File: src/rtl/irq_controller.sv
// Interrupt controller: synchronises active-low sources, latches level/edge events,
// masks them and drives a registered active-low IRQ plus a priority vector.
module irq_controller #(
  parameter int unsigned NUM_SRC = 8
) (
  input  logic               clk,
  input  logic               resetn,
  input  logic [1:0]         ADDR,
  input  logic               CS,
  input  logic               WE,
  input  logic [7:0]         DI,
  output logic [7:0]         DO,
  input  logic [NUM_SRC-1:0] src_n,
  output logic               IRQ
);

  typedef enum logic [1:0] {
    REG_PEND   = 2'd0,
    REG_MASK   = 2'd1,
    REG_MODE   = 2'd2,
    REG_VECTOR = 2'd3
  } reg_e;

  localparam logic [7:0] IMPL = 8'((16'd1 << NUM_SRC) - 16'd1);

  logic [7:0] r_s1;
  logic [7:0] r_s2;
  logic [7:0] r_h;
  logic [7:0] r_pend;
  logic [7:0] r_mask;
  logic [7:0] r_mode;
  logic       r_irq;

  reg_e       w_addr;
  logic       w_wr;
  logic [7:0] w_src;
  logic [7:0] w_w1c;
  logic [7:0] w_fall;
  logic [7:0] w_pend_nxt;
  logic [7:0] w_active;
  logic [2:0] w_idx;
  logic       w_found;
  logic [7:0] w_vector;

  assign w_addr = reg_e'(ADDR);
  assign w_wr   = CS & WE;

  // Unimplemented source lines are held inactive so they never synchronise to an event.
  always_comb begin
    w_src = '1;
    w_src[NUM_SRC-1:0] = src_n;
  end

  assign w_w1c  = (w_wr && (w_addr == REG_PEND)) ? DI : '0;
  assign w_fall = r_h & ~r_s2;

  // Edge bits: a new edge wins over a same-cycle clear; level bits track the source.
  assign w_pend_nxt = ((r_mode & (w_fall | (r_pend & ~w_w1c))) | (~r_mode & ~r_s2)) & IMPL;

  always_ff @(posedge clk or negedge resetn) begin
    if (!resetn) begin
      r_s1   <= '1;
      r_s2   <= '1;
      r_h    <= '1;
      r_pend <= '0;
      r_mask <= '0;
      r_mode <= '0;
      r_irq  <= 1'b1;
    end else begin
      r_s1   <= w_src;
      r_s2   <= r_s1;
      r_h    <= r_s2;
      r_pend <= w_pend_nxt;
      r_irq  <= ~|(r_pend & r_mask);
      if (w_wr && (w_addr == REG_MASK)) r_mask <= DI & IMPL;
      if (w_wr && (w_addr == REG_MODE)) r_mode <= DI & IMPL;
    end
  end

  assign w_active = r_pend & r_mask;

  always_comb begin
    w_idx   = '0;
    w_found = 1'b0;
    for (int unsigned i = 0; i < 8; i++) begin
      if (!w_found && w_active[i]) begin
        w_idx   = 3'(i);
        w_found = 1'b1;
      end
    end
  end

  assign w_vector = {|w_active, 4'b0000, w_idx};

  always_comb begin
    DO = '0;
    if (CS) begin
      unique case (w_addr)
        REG_PEND:   DO = r_pend;
        REG_MASK:   DO = r_mask;
        REG_MODE:   DO = r_mode;
        REG_VECTOR: DO = w_vector;
      endcase
    end
  end

  assign IRQ = r_irq;

endmodule

File: config.mk
export PLATFORM = sky130hd
export DESIGN_NAME = irq_controller
export DESIGN_NICKNAME = d
export VERILOG_FILES = /design/src/rtl/irq_controller.sv
export SDC_FILE = /design/constraint.sdc
export NUM_CORES = 1
export LEC_CHECK = 0
export CAP_MARGIN = 20
export CORE_MARGIN = 2
export CORE_UTILIZATION = 55
export DETAILED_ROUTE_END_ITERATION = 10
export GPL_TIMING_DRIVEN = 0
export PLACE_DENSITY = 0.84
export SYNTH_ARGS = -nofsm -noshare
export SYNTH_HDL_FRONTEND = slang
export SYNTH_SLANG_ARGS = --single-unit
export TNS_END_PERCENT = 5
File: constraint.sdc
create_clock -name clk -period 4.8 [get_ports clk]
set_clock_uncertainty 0.15 [all_clocks]
set_input_delay 1.44 -clock clk [delete_from_list [all_inputs] [get_ports clk]]
set_output_delay 1.44 -clock clk [all_outputs]
set_load 0.02 [all_outputs]
==> flow_summary.json <==
{
  "avgRoutedWirePerCell_um": 16.1,
  "die_w_um": 64.8,
  "post-place-ws_ps": -243,
  "grt_max_degree": 35,
  "synthFlopType": "dfstp_2",
  "max-vdd-ir-drop_v": 0.000222,
  "cts_buffer_depth": 2,
  "ys_ff_latch": 49,
  "die_area_um2": 4200,
  "grt_setup_unrepaired": "no",
  "dp_hpwl_mm": 2.92,
  "tns_ps": 0,
  "synth_area_um2": 2030,
  "wl_mm": 4.00,
  "avgSynthCellArea_um2": 12.6,
  "die_h_um": 64.8,
  "p_leak_nw": 1.13,
  "antenna_found_initial": 0,
  "grt_pass1_wl_mm": 6.60,
  "ys_top_cells_by_area": "dfstp_2 32%, dfrtp_1 30%, mux2_4 5.9%, mux2_2 4.4%, a31o_2 3.4%",
  "post-route-util_pct": 69.2,
  "setup_violations": 0,
  "hold_class": "reg -> reg",
  "nNetsFinal": 221,
  "antenna_left": 0,
  "core_um2": 3610,
  "slew_headroom_pct": 56.8,
  "min_period_ps": 4610,
  "drive_gt1_share_pct": 32.0,
  "end_kind": "output pin",
  "finalHoldViolCount": 0,
  "crit_arrival_ps": 3020,
  "synth_edf_count": 0,
  "setup.worst_path.class": "in -> out",
  "hold_start": "r_s1[2]",
  "layout_common_cells": "25 x dfstp_2, 24 x dfrtp_1, 20 x clkdlybuf4s50_1, 18 x nand2_1, 13 x a21oi_1",
  "insertion_delay_ps": 290,
  "layout.cells.non_filler": 248,
  "antennaDiodeCount": 0,
  "portBuffers": 30,
  "htree_levels": 2,
  "worst-slew-pin-transition_ps": 643,
  "start_util_pct": 56.3,
  "clock_sinks": 49,
  "final_common_cell": "dfstp_2",
  "yosys.cell_types.count": 31,
  "ys_seq_area_share_pct": 61.9,
  "gp_congestion": 0.916,
  "grt_overflow_total": 0,
  "power_density_nw_per_um2": 379,
  "critical_path.startpoint_type": "primary input",
  "finish.instance_area_um2": 2490,
  "hold_end": "r_s2[2]",
  "fmax_mhz": 217,
  "hold_depth": 0,
  "synth_largest_area_cell": "dfstp_2",
  "drv_slew": 0,
  "drt_pass1_iterations": 4,
  "reg2regPathDepth": 3,
  "hold_buffers": 0,
  "grt_usage_pct": 20.9,
  "numCtsBuffers": 5,
  "finalWorstSetupSlack_ps": 187,
  "synth_top_area_share_pct": 32.3,
  "syn_to_final_growth_pct": 22.7,
  "critical_path.startpoint": "ADDR[0]",
  "reg2reg_setup_slack_ps": 3520,
  "initialDrtViolationCount": 115,
  "fillers": 262,
  "dpl.cell_count": 240,
  "cts.clk_slew.worst_paths_ps": 90,
  "routed-via-count": 1405,
  "ys_async_sr_fraction_pct": 100,
  "vias_per_cell": 5.67,
  "synthCells": 161,
  "place_area_um2": 2410,
  "syn_nets": 183,
  "ys_warn_count": 0,
  "maxCapViolCount": 0,
  "rows": 22,
  "cp_max_fo": 7,
  "r2r_end": "IRQ",
  "status": "complete, no violations",
  "grt_pass1_vias": 1450,
  "total_power_uw": 946,
  "required_ps": 3210,
  "cts_tree": "built",
  "hold_slack_ps": 198,
  "ctsRootBufferMaster": "clkbuf_8",
  "postCtsSetupBuffers": 0,
  "finalCritPeriodShare_pct": 96.1,
  "regToRegStartpoint": "r_pend[6]",
  "drc": 0,
  "ios": 31
}
==> registers in the layout, summed over array words and instances (netlist names) <==
register and count:
r_s1 8, r_mask 8, r_mode 8, r_h 8, r_s2 8, IRQ 1, r_pend 8
==> metal layers <==
layer  global-route usage (%)  routed length (um)
met3                     3.47                 229
met5                        0                   0
met2                     34.4                2030
met4                     11.7                  80
met1                     26.2                1660
==> critical path, stage by stage <==
cell             delay (ps)
clkdlybuf4s50_1         560
nor2b_1                 170
buf_2                   210
o2bb2ai_1               130
nand2_1                  60
o21ai_0                 100
dlygate4sd2_1           360
==> cells by family after synthesis <==
| kind of cell | after synthesis | share of synthesized area, % |
|---|---|---|
| flops | 49 | 61.9 |
| compound gates | 42 | 13.7 |
| simple gates | 32 | 7.70 |
| mux | 22 | 13.3 |
| buf+inv | 16 | 3.45 |
==> cell usage after synthesis, types with 2 or more instances <==
cell,n
clkbuf_1,2
nand2_1,18
a21oi_1,13
mux2i_1,6
mux2_4,8
inv_1,10
o21ai_0,9
a31o_2,8
or3_1,2
nor2b_1,3
dfstp_2,25
buf_2,2
nor3_1,2
mux2_2,8
dfrtp_1,24
a22oi_1,3
and2_1,4
==> layout make-up <==
class	count	area, um^2	area share (%)
Sequential cell	49	1260	50.4
Multi-Input combinational cell	96	704	28.2
Timing Repair Buffer	32	317	12.7
Clock buffer	7	76.3	3.06
Tap cell	48	60.1	2.41
Inverter	11	41.3	1.66
Buffer	4	32.5	1.30
Clock inverter	1	5.00	0.201
==> what timing repair did <==
item	CTS	global route
pin swaps	0	0
resized for setup	10	3
endpoints found under the setup margin	8	2
==> how the worst max path moves through the flow <==
stage,slack (ps),cells after the start,end
after CTS,30,5,DO[1]
after global placement,-170,6,DO[7]
after floorplan,920,3,DO[0]
after global routing,80,7,DO[0]
final,190,7,DO[0]
after detailed placement,-240,7,DO[0]
==> power breakdown <==
part | internal [mW] | switching [mW]
sequential | 0.477 | 0.0543
combinational | 0.106 | 0.0841
clock | 0.102 | 0.122
total | 0.685 | 0.260
Note: power is estimated with default switching activity, not from simulation.
